$ cat config.mk
export PLATFORM = sky130hd
export DESIGN_NAME = hazard_detection_unit_flat
export DESIGN_NICKNAME = d
export VERILOG_FILES = /design/src/rtl/cpu_pkg.sv /design/src/rtl/hazard_detection_unit_if.sv /design/src/rtl/sat_counter.sv /design/src/rtl/hazard_detection_unit.sv /design/src/flat_wrapper.sv
export SDC_FILE = /design/constraint.sdc
export NUM_CORES = 1
export LEC_CHECK = 0
export ABC_AREA = 1
export CAP_MARGIN = 20
export CORE_MARGIN = 2
export CORE_UTILIZATION = 45
export CTS_CLUSTER_DIAMETER = 120
export DETAILED_ROUTE_END_ITERATION = 12
export PLACE_DENSITY = 0.73
export SETUP_SLACK_MARGIN = 0.15
export SLEW_MARGIN = 20
export SYNTH_ARGS = -nofsm -noshare
export SYNTH_HDL_FRONTEND = slang
export SYNTH_SLANG_ARGS = --single-unit
$ cat constraint.sdc
create_clock -name CLOCK -period 2.7 [get_ports CLOCK]
set_input_delay 0.405 -clock CLOCK [delete_from_list [all_inputs] [get_ports CLOCK]]
set_output_delay 0.405 -clock CLOCK [all_outputs]
set_load 0.05 [all_outputs]
$ cat src/rtl/cpu_pkg.sv
// rtl/cpu_pkg.sv - shared constants and types for the pipeline control blocks
//
// Purpose: holds the zero-register index, the hazard-unit FSM encodings and
// the default widths shared by the hazard unit and its counters.
// Ports: none (package).
package cpu_pkg;

  // X31 reads as zero, so it can never carry a true dependency.
  localparam logic [4:0] XZR = 5'd31;

  localparam int CNT_W_DEFAULT       = 16;
  localparam int MEM_TIMEOUT_DEFAULT = 64;

  typedef enum logic [1:0] {
    HDU_RUN        = 2'b00,
    HDU_LOAD_STALL = 2'b01,
    HDU_MEM_WAIT   = 2'b10
  } hdu_state_t;

endpackage

$ cat src/rtl/hazard_detection_unit_if.sv
// rtl/hazard_detection_unit_if.sv - pipeline-side signal bundle of the hazard unit
//
// Purpose: groups the hazard inputs coming from the pipeline registers and
// the stall/flush controls going back to them.
// Modports:
//   slave  - hazard unit: reads hazard inputs, drives controls
//   master - pipeline: drives hazard inputs, reads controls
interface hazard_detection_unit_if;

  logic       ID_EX_MemRead;
  logic [4:0] ID_EX_RegisterRd;
  logic [4:0] IF_ID_RegisterRn1;
  logic [4:0] IF_ID_RegisterRm2;
  logic       IF_ID_UsesRm2;
  logic       EX_MEM_BranchTaken;
  logic       EX_MEM_MemAccess;
  logic       dmem_ready;

  logic       PCWrite;
  logic       IF_ID_Write;
  logic       ID_EX_Bubble;
  logic       IF_ID_Flush;
  logic       ID_EX_Flush;
  logic       EX_MEM_Flush;
  logic       Pipe_Freeze;

  modport slave (
    input  ID_EX_MemRead, ID_EX_RegisterRd, IF_ID_RegisterRn1, IF_ID_RegisterRm2,
           IF_ID_UsesRm2, EX_MEM_BranchTaken, EX_MEM_MemAccess, dmem_ready,
    output PCWrite, IF_ID_Write, ID_EX_Bubble, IF_ID_Flush, ID_EX_Flush,
           EX_MEM_Flush, Pipe_Freeze
  );

  modport master (
    output ID_EX_MemRead, ID_EX_RegisterRd, IF_ID_RegisterRn1, IF_ID_RegisterRm2,
           IF_ID_UsesRm2, EX_MEM_BranchTaken, EX_MEM_MemAccess, dmem_ready,
    input  PCWrite, IF_ID_Write, ID_EX_Bubble, IF_ID_Flush, ID_EX_Flush,
           EX_MEM_Flush, Pipe_Freeze
  );

endinterface

$ cat src/rtl/sat_counter.sv
// rtl/sat_counter.sv - saturating up-counter with synchronous clear
//
// Purpose: counts up by one per enabled cycle and sticks at all-ones.
// Ports:
//   clk    - rising-edge clock
//   resetn - synchronous active-low reset
//   inc    - increment this cycle
//   clr    - synchronous clear, wins over inc
//   count  - current value
module sat_counter
  import cpu_pkg::*;
#(
  parameter int CNT_W = CNT_W_DEFAULT
) (
  input  logic             clk,
  input  logic             resetn,
  input  logic             inc,
  input  logic             clr,
  output logic [CNT_W-1:0] count
);

  always_ff @(posedge clk) begin
    if (!resetn) begin
      count <= '0;
    end else if (clr) begin
      count <= '0;
    end else if (inc && (count != {CNT_W{1'b1}})) begin
      count <= count + 1'b1;
    end
  end

endmodule

$ cat src/rtl/hazard_detection_unit.sv
// rtl/hazard_detection_unit.sv - load-use / branch / memory-wait stall and flush control
//
// Purpose: resolves the hazards operand forwarding cannot: load-use in ID,
// taken branches resolved in MEM and data-memory wait states. Controls are
// combinational; the FSM state, counters and watchdog are registered.
// Ports:
//   CLOCK, RESET_n   - clock and synchronous active-low reset
//   bus              - pipeline hazard inputs and stall/flush controls
//   cnt_clear        - synchronous clear of counters and mem_timeout
//   hdu_state        - FSM state (00 RUN, 01 LOAD_STALL, 10 MEM_WAIT)
//   stall_cycles     - saturating count of load-use stall cycles
//   flush_events     - saturating count of branch flush cycles
//   mem_wait_cycles  - saturating count of memory wait cycles
//   mem_timeout      - sticky flag: MEM_TIMEOUT consecutive wait cycles seen
module hazard_detection_unit
  import cpu_pkg::*;
#(
  parameter int CNT_W       = CNT_W_DEFAULT,
  parameter int MEM_TIMEOUT = MEM_TIMEOUT_DEFAULT
) (
  input  logic                    CLOCK,
  input  logic                    RESET_n,
  hazard_detection_unit_if.slave  bus,
  input  logic                    cnt_clear,
  output logic [1:0]              hdu_state,
  output logic [CNT_W-1:0]        stall_cycles,
  output logic [CNT_W-1:0]        flush_events,
  output logic [CNT_W-1:0]        mem_wait_cycles,
  output logic                    mem_timeout
);

  localparam int WD_W = $clog2(MEM_TIMEOUT + 1);

  hdu_state_t      state;
  hdu_state_t      state_next;
  logic            load_use;
  logic            mem_stall;
  logic            branch;
  logic            do_load_stall;
  logic            do_flush;
  logic [WD_W-1:0] wd_count;
  logic            wd_expire;

  always_comb begin
    load_use  = bus.ID_EX_MemRead && (bus.ID_EX_RegisterRd != XZR) &&
                ((bus.ID_EX_RegisterRd == bus.IF_ID_RegisterRn1) ||
                 (bus.IF_ID_UsesRm2 && (bus.ID_EX_RegisterRd == bus.IF_ID_RegisterRm2)));
    mem_stall = bus.EX_MEM_MemAccess && !bus.dmem_ready;
    branch    = bus.EX_MEM_BranchTaken;

    // A pending branch sits frozen in MEM during a wait; a load-use under a
    // taken branch is moot because both its instructions get squashed.
    do_flush      = branch && !mem_stall;
    do_load_stall = load_use && !branch && !mem_stall;
  end

  always_comb begin
    bus.PCWrite      = 1'b1;
    bus.IF_ID_Write  = 1'b1;
    bus.ID_EX_Bubble = 1'b0;
    bus.IF_ID_Flush  = 1'b0;
    bus.ID_EX_Flush  = 1'b0;
    bus.EX_MEM_Flush = 1'b0;
    bus.Pipe_Freeze  = 1'b0;
    if (RESET_n) begin
      if (mem_stall) begin
        bus.Pipe_Freeze = 1'b1;
        bus.PCWrite     = 1'b0;
        bus.IF_ID_Write = 1'b0;
      end else if (do_flush) begin
        bus.IF_ID_Flush  = 1'b1;
        bus.ID_EX_Flush  = 1'b1;
        bus.EX_MEM_Flush = 1'b1;
      end else if (do_load_stall) begin
        bus.PCWrite      = 1'b0;
        bus.IF_ID_Write  = 1'b0;
        bus.ID_EX_Bubble = 1'b1;
      end
    end
  end

  always_ff @(posedge CLOCK) begin
    if (!RESET_n) begin
      state <= HDU_RUN;
    end else begin
      state <= state_next;
    end
  end

  // LOAD_STALL needs no explicit exit: the bubble clears ID_EX_MemRead, so
  // load_use drops and the next-state falls back to RUN on its own.
  always_comb begin
    state_next = HDU_RUN;
    if (mem_stall) begin
      state_next = HDU_MEM_WAIT;
    end else if (load_use && !branch) begin
      state_next = HDU_LOAD_STALL;
    end
  end

  assign hdu_state = state;

  sat_counter #(.CNT_W(CNT_W)) u_stall_cnt (
    .clk    (CLOCK),
    .resetn (RESET_n),
    .inc    (do_load_stall),
    .clr    (cnt_clear),
    .count  (stall_cycles)
  );

  sat_counter #(.CNT_W(CNT_W)) u_flush_cnt (
    .clk    (CLOCK),
    .resetn (RESET_n),
    .inc    (do_flush),
    .clr    (cnt_clear),
    .count  (flush_events)
  );

  sat_counter #(.CNT_W(CNT_W)) u_memw_cnt (
    .clk    (CLOCK),
    .resetn (RESET_n),
    .inc    (mem_stall),
    .clr    (cnt_clear),
    .count  (mem_wait_cycles)
  );

  // Run length of the current wait; any non-waiting cycle restarts it.
  sat_counter #(.CNT_W(WD_W)) u_watchdog (
    .clk    (CLOCK),
    .resetn (RESET_n),
    .inc    (mem_stall),
    .clr    (!mem_stall),
    .count  (wd_count)
  );

  // Raised at the edge where the run count becomes MEM_TIMEOUT.
  assign wd_expire = mem_stall && (wd_count >= WD_W'(MEM_TIMEOUT - 1));

  always_ff @(posedge CLOCK) begin
    if (!RESET_n) begin
      mem_timeout <= 1'b0;
    end else if (cnt_clear) begin
      mem_timeout <= 1'b0;
    end else if (wd_expire) begin
      mem_timeout <= 1'b1;
    end
  end

endmodule

$ cat src/flat_wrapper.sv
// flat-port wrapper written by rule: the top's interface ports become plain ports
module hazard_detection_unit_flat import cpu_pkg::*;
#(
  parameter int CNT_W       = CNT_W_DEFAULT,
  parameter int MEM_TIMEOUT = MEM_TIMEOUT_DEFAULT
)
  (CLOCK, RESET_n, cnt_clear, hdu_state, stall_cycles, flush_events, mem_wait_cycles, mem_timeout, bus_ID_EX_MemRead, bus_ID_EX_RegisterRd, bus_IF_ID_RegisterRn1, bus_IF_ID_RegisterRm2, bus_IF_ID_UsesRm2, bus_EX_MEM_BranchTaken, bus_EX_MEM_MemAccess, bus_dmem_ready, bus_PCWrite, bus_IF_ID_Write, bus_ID_EX_Bubble, bus_IF_ID_Flush, bus_ID_EX_Flush, bus_EX_MEM_Flush, bus_Pipe_Freeze);
  hazard_detection_unit_if bus_i ();
  input  logic CLOCK;
  input  logic RESET_n;
  input  logic cnt_clear;
  output logic [1:0] hdu_state;
  output logic [CNT_W-1:0] stall_cycles;
  output logic [CNT_W-1:0] flush_events;
  output logic [CNT_W-1:0] mem_wait_cycles;
  output logic mem_timeout;
  input wire logic [$bits(bus_i.ID_EX_MemRead)-1:0] bus_ID_EX_MemRead;
  input wire logic [$bits(bus_i.ID_EX_RegisterRd)-1:0] bus_ID_EX_RegisterRd;
  input wire logic [$bits(bus_i.IF_ID_RegisterRn1)-1:0] bus_IF_ID_RegisterRn1;
  input wire logic [$bits(bus_i.IF_ID_RegisterRm2)-1:0] bus_IF_ID_RegisterRm2;
  input wire logic [$bits(bus_i.IF_ID_UsesRm2)-1:0] bus_IF_ID_UsesRm2;
  input wire logic [$bits(bus_i.EX_MEM_BranchTaken)-1:0] bus_EX_MEM_BranchTaken;
  input wire logic [$bits(bus_i.EX_MEM_MemAccess)-1:0] bus_EX_MEM_MemAccess;
  input wire logic [$bits(bus_i.dmem_ready)-1:0] bus_dmem_ready;
  output wire logic [$bits(bus_i.PCWrite)-1:0] bus_PCWrite;
  output wire logic [$bits(bus_i.IF_ID_Write)-1:0] bus_IF_ID_Write;
  output wire logic [$bits(bus_i.ID_EX_Bubble)-1:0] bus_ID_EX_Bubble;
  output wire logic [$bits(bus_i.IF_ID_Flush)-1:0] bus_IF_ID_Flush;
  output wire logic [$bits(bus_i.ID_EX_Flush)-1:0] bus_ID_EX_Flush;
  output wire logic [$bits(bus_i.EX_MEM_Flush)-1:0] bus_EX_MEM_Flush;
  output wire logic [$bits(bus_i.Pipe_Freeze)-1:0] bus_Pipe_Freeze;
  assign bus_i.ID_EX_MemRead = bus_ID_EX_MemRead;
  assign bus_i.ID_EX_RegisterRd = bus_ID_EX_RegisterRd;
  assign bus_i.IF_ID_RegisterRn1 = bus_IF_ID_RegisterRn1;
  assign bus_i.IF_ID_RegisterRm2 = bus_IF_ID_RegisterRm2;
  assign bus_i.IF_ID_UsesRm2 = bus_IF_ID_UsesRm2;
  assign bus_i.EX_MEM_BranchTaken = bus_EX_MEM_BranchTaken;
  assign bus_i.EX_MEM_MemAccess = bus_EX_MEM_MemAccess;
  assign bus_i.dmem_ready = bus_dmem_ready;
  assign bus_PCWrite = bus_i.PCWrite;
  assign bus_IF_ID_Write = bus_i.IF_ID_Write;
  assign bus_ID_EX_Bubble = bus_i.ID_EX_Bubble;
  assign bus_IF_ID_Flush = bus_i.IF_ID_Flush;
  assign bus_ID_EX_Flush = bus_i.ID_EX_Flush;
  assign bus_EX_MEM_Flush = bus_i.EX_MEM_Flush;
  assign bus_Pipe_Freeze = bus_i.Pipe_Freeze;
  hazard_detection_unit #(.CNT_W(CNT_W), .MEM_TIMEOUT(MEM_TIMEOUT)) u_core (.CLOCK(CLOCK), .RESET_n(RESET_n), .bus(bus_i), .cnt_clear(cnt_clear), .hdu_state(hdu_state), .stall_cycles(stall_cycles), .flush_events(flush_events), .mem_wait_cycles(mem_wait_cycles), .mem_timeout(mem_timeout));
endmodule
Word level (Yosys, flattened, before mapping)
Cells that the tools add are included.
{"block": "op_classes", "n_addsub": 4, "n_lt_le_gt_ge": 1, "eq_ne": 7, "muxes": 15, "n_bitwise": 1, "reduce_logical": 19}
{"cell": "adder 16 x 1 -> 16 bit (second input constant)", "count": 3}
{"cell": "inequality test 16 bit (second input constant)", "count": 3}
{"cell": "2-to-1 mux 1 bit", "count": 14}
{"cell": "logical AND 1 bit", "count": 12}
{"cell": "equality test 5 bit", "count": 2}
{"cell": "adder 7 x 1 -> 7 bit (second input constant)", "count": 1}
{"cell": ">= comparator 7 x 6 -> 1 bit (second input constant)", "count": 1}
{"cell": "inequality test 7 bit (second input constant)", "count": 1}
{"cell": "inequality test 5 bit (second input constant)", "count": 1}
{"cell": "OR reduction 2 bit", "count": 2}
{"cell": "zero test 1 bit", "count": 3}
{"cell": "2-to-1 mux 2 bit", "count": 1}
{"cell": "AND reduction 2 bit", "count": 1}
{"cell": "logical OR 1 bit", "count": 1}
{"cell": "NOT 1 bit", "count": 1}
{"block": "totals", "register_bits": 58, "input_bits": 23, "output_inout_bits": 58}

Logic depth before layout (Yosys ltp)
Gate-level depths: netlist of the first run.
{"block": "depth", "ltp_word": 10, "depth_mapped": 11, "depth_no_buf": 11}

Modules after synthesis
Synthesis of the first run repeated with hierarchy kept, for this count alone.
{"block": "hier_totals", "cells_unflattened": 605, "hier_area_um2": 3552.2}
{"mod": "sat_counter at u_core.u_flush_cnt ...", "instances": 3, "cells_each": 153, "area_each_um2": 910.9, "seq_area_each_um2": 320.3}
{"mod": "sat_counter at u_core.u_watchdog", "instances": 1, "cells_each": 63, "area_each_um2": 412.9, "seq_area_each_um2": 140.1}
{"mod": "hazard_detection_unit", "instances": 1, "cells_each": 83, "area_each_um2": 406.6, "seq_area_each_um2": 60.1}

Worst setup path before layout of the first run
OpenSTA, ideal clock, no wires.
{"block": "synth_timing", "path_kind": "input-to-output", "from": "input port bus_EX_MEM_MemAccess", "to": "output port bus_PCWrite", "arrival_time_ps": 2663, "slack_ps": -368, "path_stages": 10, "cell_sequence": "inv_1 nor2_2 inv_1 nand3_1 nor2_2 buf_2 nand2_1 nor2_1 nor2_1 buf_4"}
{"block": "synth_via", "elab_chain_len": 7, "word_cells_on_any_way": 8}
{"element": "start, declared", "line": "flat_wrapper.sv:23", "source": "input wire logic [$bits(bus_i.EX_MEM_MemAccess)-1:0] bus_EX_MEM_MemAccess;"}
{"element": "logical AND 1 bit (*)", "line": "hazard_detection_unit.sv:48", "source": "mem_stall = bus.EX_MEM_MemAccess && !bus.dmem_ready;"}
{"element": "zero test 1 bit", "line": "hazard_detection_unit.sv:53, hazard_detection_unit.sv:54"}
{"element": "logical AND 1 bit", "line": "hazard_detection_unit.sv:54", "source": "do_load_stall = load_use && !branch && !mem_stall;"}
{"element": "2-to-1 mux 1 bit (2 in series)"}
{"element": "2-to-1 mux 1 bit (*) (2 in series)"}
{"element": "end, declared", "line": "flat_wrapper.sv:25", "source": "output wire logic [$bits(bus_i.PCWrite)-1:0] bus_PCWrite;"}
Every way passes the cells marked *; elsewhere a longest branch is shown, timed or not.

Worst setup path in the final report of the first run
{"block": "layout_timing", "from": "input port bus_ID_EX_RegisterRd[4]", "to": "output port bus_PCWrite"}
{"block": "layout_via", "elab_chain_len": 10, "word_cells_on_any_way": 13}
{"element": "start, declared", "line": "flat_wrapper.sv:18", "source": "input wire logic [$bits(bus_i.ID_EX_RegisterRd)-1:0] bus_ID_EX_RegisterRd;"}
{"element": "equality test 5 bit", "line": "hazard_detection_unit.sv:47", "source": "(bus.IF_ID_UsesRm2 && (bus.ID_EX_RegisterRd == bus.IF_ID_RegisterRm2)));"}
{"element": "logical AND 1 bit", "line": "hazard_detection_unit.sv:47"}
{"element": "logical OR 1 bit", "line": "hazard_detection_unit.sv:46", "source": "((bus.ID_EX_RegisterRd == bus.IF_ID_RegisterRn1) ||"}
{"element": "logical AND 1 bit (*)", "line": "hazard_detection_unit.sv:45", "source": "load_use = bus.ID_EX_MemRead && (bus.ID_EX_RegisterRd != XZR) &&"}
{"element": "logical AND 1 bit (*) (2 in series)", "line": "hazard_detection_unit.sv:54"}
{"element": "2-to-1 mux 1 bit (*)", "line": "hazard_detection_unit.sv:74", "source": "end else if (do_load_stall) begin"}
{"element": "2-to-1 mux 1 bit (*)", "line": "hazard_detection_unit.sv:70", "source": "end else if (do_flush) begin"}
{"element": "2-to-1 mux 1 bit (*)", "line": "hazard_detection_unit.sv:66", "source": "if (mem_stall) begin"}
{"element": "2-to-1 mux 1 bit (*)", "line": "hazard_detection_unit.sv:65", "source": "if (RESET_n) begin"}
Marks and branches as above.

==> results of run 1 <==
cell type report:
class,instances,area share (%)
multi-input cells,384,42.1
flip-flops and latches,58,25.8
repair buffers,85,18.8
inverters,78,6.56
clock buffers,14,3.84
well taps,99,2.75
clock inverters,2,0.222
sequential cells by signal (all words and copies together), names as in the netlist:
name and flops:
u_core.u_flush_cnt.count 16, u_core.u_stall_cnt.count 16, u_core.u_watchdog.count 7, u_core.mem_timeout 1, u_core.hdu_state 2, u_core.u_memw_cnt.count 16
stage by stage:
stage / hold slack, ps / cells / area (sq um) / total power [mW]
floorplan: 448 / 536 / 3450 / 0.985
global placement: 444 / 704 / 4320 / 1.05
detailed placement: 446 / 704 / 4320 / 1.05
CTS: 456 / 720 / 4500 / 1.79
global route: 481 / 720 / 4500 / 1.84
finish: 448 / 720 / 4500 / 1.76
worst min-delay path by stage:
stage                                                       start                                 endpoint  slack, ps  cells past startpoint
after detailed placement          u_core.mem_timeout$_SDFFE_PP0P_          u_core.mem_timeout$_SDFFE_PP0P_        450                      2
after global placement            u_core.mem_timeout$_SDFFE_PP0P_          u_core.mem_timeout$_SDFFE_PP0P_        440                      2
after CTS                         u_core.mem_timeout$_SDFFE_PP0P_          u_core.mem_timeout$_SDFFE_PP0P_        460                      2
after global routing              u_core.mem_timeout$_SDFFE_PP0P_          u_core.mem_timeout$_SDFFE_PP0P_        480                      2
after floorplan           u_core.u_watchdog.count[5]$_SDFFE_PN0P_  u_core.u_watchdog.count[5]$_SDFFE_PN0P_        450                      2
final                             u_core.mem_timeout$_SDFFE_PP0P_          u_core.mem_timeout$_SDFFE_PP0P_        450                      2
layout by cell type, fill, tap and decap left out, types with 5 or more instances in the layout:
cell	Yosys	routed
dfxtp_1	58	58
a21oi_2	5	5
nor2_2	3	5
clkbuf_8	0	12
a21oi_1	33	33
nand2_1	147	147
clkdlybuf4s50_1	0	73
xnor2_1	8	8
nand3_1	34	34
buf_4	4	10
nor2_1	68	65
inv_1	75	75
nand4_1	18	18
o21ai_0	17	17
nor3_1	19	19
xor2_1	11	11
layer usage:
layer	GRT usage, %	share of wire [%]	vias to the layer above
met5	0	0	-
met4	6.69	1.6	0
met3	5.39	5.9	10
met2	33.0	46	102
met1	26.7	46	1598
li1	-	-	1846
worst register-to-register path, cell delays in order (launching register included):
cell and delay (ps):
dfxtp_1 410, ha_1 230, nand3_2 130, nor3_4 230
nand3b_1 160, nand2_2 280, inv_2 190, o21ai_0 180
a21oi_1 50
cell families (layout without fill, tap and decap cells):
kind of cell             count (synthesis)  after routing
AO/OA/AOI/OAI                           56             56
buffers and inverters                   94            179
flip-flops                              58             58
XOR/XNOR                                19             19
adder cells (fa/ha/maj)                  4              4
AND/OR/NAND/NOR                        305            305
power by group:
part           switching (mW)  internal [mW]
clock                   0.326          0.406
sequential            0.00358          0.859
combinational           0.105         0.0632
==> metrics.md, run 1 <==
| Metric | Value |
|---|---|
| Status | completed |
| RSZ-0062 raised after global routing | no |
| # Post-CTS Setup Buffers | 0 |
| Initial DRC Count | around 220 |
| Simple logic cell fraction of the synthesized area | 39.6% |
| Final wirelength | a little over 8 mm |
| I/O pins | 81 |
| Maxcap violations | 0 |
| Final GP Congestion | 0.876 |
| Leakage | roughly 1.7 nW |
| Worst Slack Setup Final | 440 ps |
| CTS Hold Bufs | 0 |
| Crit path required time | ~2300 ps |
| DIE HEIGHT | ~90 microns |
| Drt first pass iters | 5 |
| Critical path fanouts, max | 4 |
| Most frequent cells after synthesis | nand2_1 (147), inv_1 (75), nor2_1 (68), dfxtp_1 (58), nand3_1 (34) |
| Clk sinks | slightly below 60 |
| Mux cell area share after synthesis | 0% |
| Vias in the first global route | between 3000 and 4000 |
| CP max stage delay | 550 ps |
| Cell Pwr Density | between 300 and 400 mW/mm^2 |
| Die Width | 91.4 microns |
| Final Setup Violations | 0 |
| Setup crit start | bus_ID_EX_RegisterRd[4] |
| Mean number of vias per cell | between 4 and 5 |
| Final setup skew | ~8 ps |
| Top cells by area, synth | dfxtp_1 (34%), nand2_1 (16%), inv_1 (8.2%) |
| Crit path max-delay family | buffers and inverters |
| Grt ovf | 0 |
| DIE AREA | 0.00836 sq mm |
| IO Port Bufs | 80 |
| Post-synthesis compound-gate area fraction | between 8 and 9% |
| Top-count cell post-synth | nand2_1 |
| Register Area | about 0.0012 sq mm |
| CP bufs+invs | 3 |
| Vias | around 3600 |
| Slowest cell on crit path | clkdlybuf4s50_1 |
| Reg2reg setup slack | around 730 ps |
| Worst-margin pin slew | 531 ps |
| Main combinational cell family by area after synthesis | simple AND/OR/NAND/NOR gates |
| H-tree depth reported by CTS | 3 |
| Yosys warns | 0 |
| Rows | 31 |
| Antenna-violating nets left | 0 |
| Post_cts resized | 0 |
| Number of distinct library cells after synthesis | 31 |
| Largest net degree at the start of global routing | 23 |
| Final slew viol count | 0 |
| Mapped Cells | roughly 540 |
| Area Growth Syn to Fin | 30.9% |
| #FFs+latches synth | 58 |
| Syn avg cell area | around 6.4 sq um |
| TritonCTS buffer count | 9 |
| Slew Limit Headroom | approximately 64% |
| Min Tclk post-route | 2260 ps |
| Reg clk slew, reported paths | 60 ps |
| Setup TNS Final | 0 ps |
| Layout fillers | around 660 |
| Post-synth top area cell | dfxtp_1 |
| Core Area | approximately 0.0073 sq mm |
| Mapped Area | between 0.003 and 0.004 sq mm |
| Max VDD drop | ~310 uV |
| Final hold vios | 0 |
| Total Routing Usage GR | roughly a fifth |
| CP cell instances | clkdlybuf4s50_1 > inv_1 > nand2_1 > nand2_1 > nor2_1 > nand3_1 > nand2_1 > nand2_1 > nor2_4 > nor2_2 > buf_4 |
| Crit. path cell count | 11 |
| DR DRC count | 0 |
| Fraction of layout cells with a size suffix above 1 | 8.37% |
| HPWL Detailed | 6.19 mm |
| Layout Nets | around 640 |
| Mapped Nets | around 560 |
| Async set-reset flop share out of synthesis | 0% |
| Initial antenna violation count | 0 |
| Area of the multi-input gates | ~0.0019 sq mm |
| Diodes inserted | 0 |
| Area share of xor/xnor cells in the synthesized design | between 4 and 5% |
| Crit path top cell by count | nand2_1 |
| CTS tree | yes |
| First-pass GRT wire length | roughly 14 mm |
| Synth top area share | approximately 34% |
| Adder-cell area share of the yosys netlist | roughly 1.5% |
| Clk_lat worst skew | 330 ps |
| Root Buffer | clkbuf_8 |
| Post-synth EDFFs | 0 |
| Critical Path AT | between 1500 and 2000 ps |
| Startpoint Class | input port |
| Placement Setup Slack | ~430 ps |
| Starting density of the core | approximately 47% |
| Top_reg_cell synth | dfxtp_1 |
| CTS max path bufs | 2 |
| RR Endpoint | u_core.u_flush_cnt.count[0]$_SDFFE_PP0P_ |
| Final Cycle Share | between 80% and 90% |
| DR WL/cell | roughly 12 microns |
| Register area share after synthesis | between 30% and 40% |
| Final Util | 61.4% |
| Fmax | 0.443 GHz |
| Worst Reg2Reg Path Length in Cells | 8 |
| Hold WC Path Type | reg2reg |
| Reg2reg start | u_core.u_flush_cnt.count[0]$_SDFFE_PP0P_ |
| Critical path destination | bus_PCWrite |
| Setup crit end kind | primary output |
| CP Class | in2out |
(Power assumes the default switching activity.)
==> inputs of run 2 (changes only) <==
- clock period: 2.7 -> 2.18 ns (I/O delays scaled with it)
==> metrics.md, run 2 (synthesis gave the netlist of run 1 again) <==
| Metric | Value |
|---|---|
| Status | completed |
| Critical path fanouts, max | 5 (+1) |
| Vias in the first global route | 3419 (+9.7%) |
| DR DRC count | 0 (unchanged) |
| DIE AREA | 0.00836 sq mm (unchanged) |
| CTS tree | yes |
| Met1 usage | 27.5% (+0.83 points) |
| Drt first pass iters | 5 (unchanged) |
| Final slew viol count | 0 (unchanged) |
| Top flop regs | u_core.u_flush_cnt.count x16, u_core.u_memw_cnt.count x16, u_core.u_stall_cnt.count x16 |
| Starting density of the core | 46.9% (unchanged) |
| Root Buffer | clkbuf_8 |
| Reg clk slew, reported paths | 80 ps (+20 ps) |
| Final GP Congestion | 0.896 (+2.3%) |
| Rows | 31 (unchanged) |
| H-tree depth reported by CTS | 3 (unchanged) |
| Mean number of vias per cell | 5.02 (+1.6%) |
| Slowest cell on crit path | clkdlybuf4s50_1 |
| CTS max path bufs | 2 (unchanged) |
| Initial DRC Count | 172 (-21%) |
| Worst Slack Setup Final | 223 ps (-218 ps) |
| Final wirelength | 8.99 mm (+8.2%) |
| Crit path max-delay family | buffers and inverters |
| Commonest non-fill, non-tap cell in the layout | nand2_1 |
| CP max stage delay | 840 ps (+290 ps) |
| Final Cycle Share | between 80% and 90% |
| Worst-margin pin slew | 530 ps (-1.47 ps) |
| Layout Nets | 650 (+1.1%) |
| DIE HEIGHT | 91.4 microns (unchanged) |
| Grt met3 use | 5.48% (+0.083 points) |
| Fraction of layout cells with a size suffix above 1 | 9.87% (+1.5 points) |
| Most frequent cells in the layout | nand2_1 (146), inv_1 (74), nor2_1 (65), clkdlybuf4s50_1 (59), dfxtp_1 (58) |
| Maxcap violations | 0 (unchanged) |
| HPWL Detailed | 6.59 mm (+6.5%) |
| Final Setup Violations | 0 (unchanged) |
| Layout fillers | 661 (+0.46%) |
| Total power | 2.30 mW (+30%) |
| First-pass GRT wire length | 15.4 mm (+9.3%) |
| Most Used Layer, Global Route | met2 |
| Clk sinks | 58 (unchanged) |
| Final Cell Area | 0.00466 sq mm (+3.5%) |
| Initial antenna violation count | 0 (unchanged) |
| Fmax | just over 0.5 GHz |
| Min Tclk post-route | around 2000 ps |
| I/O pins | 81 (unchanged) |
| Grt ovf | 0 (unchanged) |
| Max VDD drop | 325 uV (+5.8%) |
| IO Port Bufs | 80 (unchanged) |
| Total Routing Usage GR | 22.5% (+1.9 points) |
| CP bufs+invs | 1 (-2) |
| Area Growth Syn to Fin | 35.5% |
| Final setup skew | 11.3 ps (+3.26 ps) |
| Crit path required time | 1850 ps (-450 ps) |
| TritonCTS buffer count | 9 (unchanged) |
| Placed inst area | 0.00440 sq mm (+1.8%) |
| Slew Limit Headroom | 64.6% (+0.099 points) |
| Setup crit end kind | primary output |
| Placement Setup Slack | 67.0 ps (-366 ps) |
| CP cell instances | clkdlybuf4s50_1 |
| Met2 Resource Use GR | 38.2% (+5.2 points) |
| Critical Path AT | 1630 ps (-220 ps) |
| Final hold vios | 0 (unchanged) |
| Antenna-violating nets left | 0 (unchanged) |
| Vias | 3649 (+2.6%) |
| CP Class | reg2out |
| Worst hold slack | 458 ps (+9.49 ps) |
| Leakage | 1.88 nW (+8.1%) |
| DR WL/cell | 12.4 microns (+7.2%) |
| Hold WC Path Type | reg2reg |
| Clk_lat worst skew | 350 ps (+20 ps) |
| Cell Pwr Density | 493 mW/mm^2 (+26%) |
| RSZ-0062 raised after global routing | no |
| Core Area | 0.00733 sq mm (unchanged) |
| Die Width | 91.4 microns (unchanged) |
| Largest net degree at the start of global routing | 23 (unchanged) |
| Diodes inserted | 0 (unchanged) |
| Startpoint Class | flip-flop |
run 2: cell types whose count changed in the layout (fill, tap and decap cells not counted), sizes merged:
cell	previous run	this run
dlygate4sd2	0	7
clkbuf	14	12
clkinvlp	0	1
dlymetal6s2s	0	7
buf	12	19
clkdlybuf4s50	73	59
bufinv	0	1
run 2: worst paths after layout:
kind,startpoint,to,slack (ps),cells past startpoint
max,u_core.u_flush_cnt.count[4]$_SDFFE_PP0P_,flush_events[4],220,1
min,u_core.mem_timeout$_SDFFE_PP0P_,u_core.mem_timeout$_SDFFE_PP0P_,460,2
max reg2reg,u_core.u_flush_cnt.count[0]$_SDFFE_PP0P_,u_core.u_flush_cnt.count[0]$_SDFFE_PP0P_,380,8
min reg2reg,u_core.mem_timeout$_SDFFE_PP0P_,u_core.mem_timeout$_SDFFE_PP0P_,460,2
run 2: worst reg2reg max path, delay by kind of cell, from the launching register on:
kind | cells | cell delay, ps
buffers and inverters | 1 | 120
adders and majority gates | 1 | 240
DFF | 1 | 410
AOI/OAI and AO/OA | 2 | 220
and+or+nand+nor | 4 | 690
run 2: metrics by stage:
step | util (%) | std cells | setup TNS (ps)
finish | 63.6 | 727 | 0
floorplan | - | 536 | -23.4
detailed placement | 60.0 | 708 | 0
CTS | 63.0 | 727 | 0
global route | 63.6 | 727 | 0
global placement | 60.0 | 708 | 0
run 2: where the power goes:
| group | switching (mW) | total (mW) | internal, mW |
|---|---|---|---|
| Combinational | 0.140 | 0.232 | 0.0916 |
| Sequential | 0.00419 | 1.07 | 1.06 |
| Clock | 0.440 | 1.00 | 0.560 |
| Total | 0.585 | 2.30 | 1.71 |
run 2: timing repair:
| item | in CTS | in global routing |
|---|---|---|
| buffers inserted | 3 | 0 |
| endpoints found under the setup margin | 2 | 20 |
| resized for setup | 12 | 11 |
| hold buffers | 0 | 0 |
| pin swaps | 3 | 5 |
run 2: final cells by class:
class / instances / area, sq um / share of cell area (%)
flip-flops and latches: 58 / 1160 / 24.9
multi-input cells: 384 / 1920 / 41.3
inverters: 78 / 295 / 6.34
clock inverters: 4 / 51.3 / 1.10
clock buffers: 12 / 145 / 3.11
well taps: 99 / 124 / 2.66
repair buffers: 92 / 960 / 20.6
run 2: routing by layer:
metal | part of all wire (%) | vias to the layer above
met5 | 0 | -
met4 | 1.6 | 0
met3 | 4.7 | 13
met2 | 48 | 100
met1 | 45 | 1670
li1 | - | 1866
